===== config.mk =====
export PLATFORM = sky130hd
export DESIGN_NAME = dmem_arbiter
export DESIGN_NICKNAME = d
export VERILOG_FILES = /design/src/rtl/dmem_arbiter.sv
export SDC_FILE = /design/constraint.sdc
export NUM_CORES = 1
export LEC_CHECK = 0
export CAP_MARGIN = 20
export CORE_MARGIN = 5
export CORE_UTILIZATION = 36
export DETAILED_ROUTE_END_ITERATION = 8
export PLACE_DENSITY = 0.83
export SLEW_MARGIN = 25
export SYNTH_ARGS = -nofsm -noshare
export SYNTH_HDL_FRONTEND = slang
export SYNTH_SLANG_ARGS = --single-unit

===== constraint.sdc =====
create_clock -name clk -period 2.39 [get_ports clk]
set_clock_uncertainty 0.2 [all_clocks]
set_input_delay 0.478 -clock clk [delete_from_list [all_inputs] [get_ports clk]]
set_output_delay 0.478 -clock clk [all_outputs]
set_load 0.05 [all_outputs]

===== src/rtl/dmem_arbiter.sv =====
// dmem_arbiter: round-robin sharing of one registered-read data memory between two requesters.
// Handshake->rsp latency is 2 cycles for an access and 1 for a rejected request; ready only in IDLE, rsp has no backpressure.
module dmem_arbiter #(
  parameter int ADDR_W    = 32,
  parameter int DATA_W    = 32,
  parameter int MEM_BYTES = 1024
) (
  input  logic              clk,
  input  logic              rst,
  input  logic              req0_valid,
  output logic              req0_ready,
  input  logic              req0_we,
  input  logic [ADDR_W-1:0] req0_addr,
  input  logic [DATA_W-1:0] req0_wdata,
  input  logic              req1_valid,
  output logic              req1_ready,
  input  logic              req1_we,
  input  logic [ADDR_W-1:0] req1_addr,
  input  logic [DATA_W-1:0] req1_wdata,
  output logic              rsp0_valid,
  output logic              rsp0_err,
  output logic [DATA_W-1:0] rsp0_rdata,
  output logic              rsp1_valid,
  output logic              rsp1_err,
  output logic [DATA_W-1:0] rsp1_rdata,
  output logic [ADDR_W-1:0] mem_address,
  output logic [DATA_W-1:0] mem_wd,
  output logic              mem_we,
  input  logic [DATA_W-1:0] mem_read_data
);

  typedef enum logic [1:0] {IDLE, ACCESS, RESP} state_t;

  // Comparing against the last legal word address avoids computing addr+4, which could wrap.
  localparam logic [ADDR_W-1:0] LAST_WORD = ADDR_W'(MEM_BYTES - 4);

  state_t              state_q, state_d;
  logic                rr_last_q, rr_last_d;
  logic                id_q, id_d;
  logic                we_q, we_d;
  logic                err_q, err_d;
  logic [ADDR_W-1:0]   addr_q, addr_d;
  logic [DATA_W-1:0]   wdata_q, wdata_d;

  logic                gnt_id;
  logic                sel_we;
  logic                sel_err;
  logic [ADDR_W-1:0]   sel_addr;
  logic [DATA_W-1:0]   sel_wdata;
  logic                in_access;
  logic                in_resp;
  logic [DATA_W-1:0]   rsp_rdata;

  always_comb begin
    gnt_id    = (req0_valid && req1_valid) ? ~rr_last_q : ~req0_valid;
    sel_we    = gnt_id ? req1_we    : req0_we;
    sel_addr  = gnt_id ? req1_addr  : req0_addr;
    sel_wdata = gnt_id ? req1_wdata : req0_wdata;
    sel_err   = (sel_addr[1:0] != 2'b00) || (sel_addr > LAST_WORD);
  end

  always_comb begin
    state_d    = state_q;
    rr_last_d  = rr_last_q;
    id_d       = id_q;
    we_d       = we_q;
    err_d      = err_q;
    addr_d     = addr_q;
    wdata_d    = wdata_q;
    req0_ready = 1'b0;
    req1_ready = 1'b0;
    case (state_q)
      IDLE: begin
        if (rst && (req0_valid || req1_valid)) begin
          req0_ready = ~gnt_id;
          req1_ready = gnt_id;
          rr_last_d  = gnt_id;
          id_d       = gnt_id;
          we_d       = sel_we;
          err_d      = sel_err;
          addr_d     = sel_addr;
          wdata_d    = sel_wdata;
          state_d    = sel_err ? RESP : ACCESS;
        end
      end
      ACCESS:  state_d = RESP;
      RESP:    state_d = IDLE;
      default: state_d = IDLE;
    endcase
  end

  always_ff @(posedge clk or negedge rst) begin
    if (!rst) begin
      state_q   <= IDLE;
      rr_last_q <= 1'b1;
      id_q      <= 1'b0;
      we_q      <= 1'b0;
      err_q     <= 1'b0;
      addr_q    <= '0;
      wdata_q   <= '0;
    end else begin
      state_q   <= state_d;
      rr_last_q <= rr_last_d;
      id_q      <= id_d;
      we_q      <= we_d;
      err_q     <= err_d;
      addr_q    <= addr_d;
      wdata_q   <= wdata_d;
    end
  end

  // Outputs decode straight from state so reset clears them without waiting for an edge.
  always_comb begin
    in_access   = (state_q == ACCESS);
    in_resp     = (state_q == RESP);
    mem_we      = in_access && we_q;
    mem_address = in_access ? addr_q  : '0;
    mem_wd      = in_access ? wdata_q : '0;
    rsp_rdata   = (in_resp && !we_q && !err_q) ? mem_read_data : '0;
    rsp0_valid  = in_resp && !id_q;
    rsp1_valid  = in_resp && id_q;
    rsp0_err    = rsp0_valid && err_q;
    rsp1_err    = rsp1_valid && err_q;
    rsp0_rdata  = id_q ? '0 : rsp_rdata;
    rsp1_rdata  = id_q ? rsp_rdata : '0;
  end

endmodule


Word-level counts from Yosys, hierarchy flattened
Cells that the tools add are included.
{"block": "totals", "ff_bits": 70, "inputBits": 166, "output_inout_bits": 135}
{"block": "op_classes", "order_cmp": 1, "n_bitwise": 3, "mux": 16, "reduce_logical": 17, "n_eq_ne": 3}
{"operator": "32-bit 2-to-1 mux", "n": 7}
{"operator": "32-bit by 10-bit greater-than comparator with 1-bit output (second input constant)", "n": 1}
{"operator": "1-bit logical AND", "n": 9}
{"operator": "1-bit 2-to-1 mux", "n": 6}
{"operator": "2-bit 2-to-1 mux", "n": 2}
{"operator": "2-bit case mux with 2 select lines", "n": 1}
{"operator": "1-bit zero test", "n": 3}
{"operator": "1-bit NOT", "n": 3}
{"operator": "2-bit by 1-bit equality test with 1-bit output (second input constant)", "n": 1}
{"operator": "2-bit equality test (second input constant)", "n": 1}
{"operator": "2-bit zero test", "n": 1}
{"operator": "1-bit logical OR", "n": 2}
{"operator": "2-bit inequality test (second input constant)", "n": 1}
{"operator": "2-bit AND reduction", "n": 1}
{"operator": "2-bit nonzero test", "n": 1}

Logic depth before layout (Yosys ltp)
{"block": "depth", "ltp_word": 8, "depth_mapped": 7}

Worst setup path before layout
OpenSTA, ideal clock, no wires.
{"block": "synth_timing", "path_type": "reg-to-output", "from": "register state_q[0]", "to": "output port rsp0_rdata[10]", "setup_slack_ns": -0.459, "t_required_ns": 1.712, "path_buffers": 1, "arrival_ns": 2.171, "path_stages_with_launch": 5, "cell_sequence": "dfrtp_1 > nor3b_2 > nor3b_2 > clkbuf_1 > and2_1"}
{"block": "synth_between", "elab_chain_cells": 5}
{"item": "start: declaration", "line": "37", "source": "state_t state_q, state_d;"}
{"item": "start signal: assignment", "line": "102", "source": "state_q <= state_d;"}
{"item": "2-bit equality test", "line": "115", "source": "in_resp = (state_q == RESP);"}
{"item": "1-bit logical AND (2 in a row)", "line": "119", "source": "rsp_rdata = (in_resp && !we_q && !err_q) ? mem_read_data : '0;"}
{"item": "32-bit 2-to-1 mux", "line": "119"}
{"item": "32-bit 2-to-1 mux", "line": "124", "source": "rsp0_rdata = id_q ? '0 : rsp_rdata;"}
{"item": "end: declaration", "line": "22", "source": "output logic [DATA_W-1:0] rsp0_rdata,"}
Every way passes these cells.

Final worst setup path
{"block": "layout_timing", "from": "register id_q", "to": "output port rsp1_rdata[31]"}
{"block": "layout_between", "elab_chain_cells": 1}
{"item": "start: declaration", "line": "39", "source": "logic id_q, id_d;"}
{"item": "start signal: assignment", "line": "104", "source": "id_q <= id_d;"}
{"item": "32-bit 2-to-1 mux", "line": "125", "source": "rsp1_rdata = id_q ? rsp_rdata : '0;"}
{"item": "end: declaration", "line": "25", "source": "output logic [DATA_W-1:0] rsp1_rdata,"}
Every way passes these cells.

==> metrics.txt <==
crit share post-route=1.07; Final Setup Violations=64; antenna-violating nets left=0; Rows=39; root buffer cell=clkbuf_16; failing checks=negative setup slack; Distinct cells, synth=29; worst-case reg-to-reg path depth=6; Reg-to-Reg End=wdata_q[23]$_DFFE_PN0P_; Synth area leaders=dfrtp_1, and2_1, mux2i_1; total track usage=0.271; I/O pins=301; Slew headroom=0.371; diode count=0; hpwl dp=15300 µm; Setup CP Type=reg2out; syn nets=637; Initial Util=0.370; DR WL met3=1490 µm; Cell Count, Final, Fillers Out=938; critical path, cell by cell=inv_2 -> nor3b_4 -> nor3b_4 -> buf_4 -> buf_6 -> and2_4 -> buf_12; Pins Over Slew Limit=0; Syn Area/Cell=9.05 µm²; Startpoint Class=flop; final core utilization=0.826; critical path's largest stage delay=0.40 ns; register bit total from synthesis=70; total number of vias=4836; DR DRC count=0; layout cells sized above 1=0.351; Static Leak=4.15 nW; Final nets=956; pwr dens=416 nW/µm²; die width=119 µm; post-synthesis sequential area ratio=0.411; drt pass-1 iters=5; Worst Tran Pin Value=0.943 ns; Die ar.=14100 µm²; commonest cells in the netlist=and2_1, dfrtp_1, nand2_1, mux2i_1, o21ai_1; max-cap violations=0; cell count after synthesis=471; Min Hold Slack=0.196 ns; Routability Congestion=0.852; post-placement cell count=903; top-count cell post-synth=and2_1; number of global-route vias before repair=5140; first-pass GRT wire length=29700 µm; Synth warnings=0; reg-to-reg setup timing slack=0.16 ns; ys async rst share=1.00; top routing layer in use=met4; Crit path arrival time=1.89 ns; Die Ht=119 µm; initial antenna violation count=0; Worst-path clk slew=0.06 ns; fillers=608; total CTS buffers=9; CTS tree=yes; largest net degree at the start of global routing=108; routed vias/inst=5.16; Routed WL=19900 µm; remaining global-route overflow=0; wire length per cell=21.3 µm; initial DRC count=218; Hold-fix buffers, CTS=0; Syn Std Cell Area=4260 µm²; worst path required time=1.71 ns; clock sink total=70; Period minus WS final=2.57 ns; final hold violations=0; RSZ-0062 raised after global routing=yes; setup slack after layout=-0.177 ns; most used cell, CP=nor3b_4; placed inst area=9010 µm²; launching point of the worst reg2reg path=state_q[1]$_DFFE_PN0P_; CP max FO=8; Max Root-Sink Buffers=2; core area=11500 µm²; fmax=0.390 GHz; Met2 Wirelength=10700 µm; clock latency on the worst-skew pair=0.32 ns; Worst setup EP type=output pin; Main synth FF type=dfrtp_1; number of synthesized flops with an enable pin=0; status=finished with violations; number of port buffers=300; Hold WC Path Type=in2async; Design Area, Final=9510 µm²; critical path's slowest cell=dfrtp_1; TNS Setup=-7.55 ns; Layout area overhead=123%; Synth top area share=0.405; H-tree depth=3; WL met1=6740 µm; VDD IR-drop max=0.324 mV; largest area contributor in the netlist=dfrtp_1
logic make-up after synthesis:
kind of cell,synth area share
AND/OR/NAND/NOR,0.299
AO/OA/AOI/OAI,0.0889
flip-flops,0.411
buffers and inverters,0.0484
multiplexers,0.153
critical path: cells and delay by family (launching register included):
kind	cells	cell delay, ns
buffers and inverters	4	0.51
DFF	1	0.40
and+or+nand+nor	3	0.64
report_power, final:
group,switching [W],leakage (nW),internal [W]
Combinational,0.000563,3.16,0.000650
Clock,0.000517,0.128,0.000703
Sequential,0.000126,0.858,0.00140
Total,0.00121,4.15,0.00275
sequential cells by signal, indices dropped and copies added, names as in the netlist:
register / count
id_q: 1
state_q: 2
addr_q: 32
we_q: 1
wdata_q: 32
err_q: 1
rr_last_q: 1
routing by layer:
layer | vias to the layer above | GRT usage
li1 | 2219 | -
met2 | 252 | 0.511
met4 | 0 | 0.131
met3 | 54 | 0.0716
met1 | 2311 | 0.276
met5 | - | 0
how the worst max path moves through the flow:
stage	slack (ns)	from	depth (start not counted)	endpoint
3_5_place_dp	-0.34	req0_valid	5	addr_q[10]$_DFFE_PN0P_
2_1_floorplan	-0.11	state_q[0]$_DFFE_PN0P_	4	rsp0_rdata[10]
6_report	-0.18	id_q$_DFFE_PN0P_	7	rsp1_rdata[31]
4_1_cts	-0.1	state_q[0]$_DFFE_PN0P_	6	rsp1_rdata[24]
3_3_place_gp	-0.25	req0_valid	5	state_q[0]$_DFFE_PN0P_
5_1_grt	-0.25	id_q$_DFFE_PN0P_	7	rsp1_rdata[31]
per-stage QoR:
step	worst slack [ns]	power (W)
after floorplan	-0.110	0.00206
after global placement	-0.250	0.00263
after detailed placement	-0.342	0.00270
after CTS	-0.0954	0.00396
after global routing	-0.250	0.00415
final	-0.177	0.00396
cell type report:
| type | count | area [µm²] | share of cell area |
|---|---|---|---|
| tap | 143 | 179 | 0.0188 |
| inverter | 3 | 11.3 | 0.00118 |
| sequential | 70 | 1760 | 0.185 |
| timing repair buffer | 343 | 4760 | 0.501 |
| clock buffer | 9 | 225 | 0.0237 |
| clock inverter | 7 | 50.0 | 0.00526 |
| multi-input combinational | 363 | 2530 | 0.266 |
timing repair:
item | in CTS | in global routing
gates cloned | 4 | 3
pin swaps | 11 | 6
setup endpoints to repair | 67 | 66
buffers inserted | 9 | 5
resized for setup | 38 | 16
cells in the final DEF, fill, tap and decap left out, types with 3 or more instances in the layout:
master,count
clkdlybuf4s50_1,162
buf_12,138
nand2_1,68
dfrtp_1,67
and2_1,66
mux2i_1,65
and2_4,64
o21ai_1,35
o21ai_0,30
buf_4,28
buf_6,12
nor4_1,11
clkbuf_16,9
nor3b_4,4
clkinvlp_4,3
Note: power is estimated with default switching activity, not from simulation.
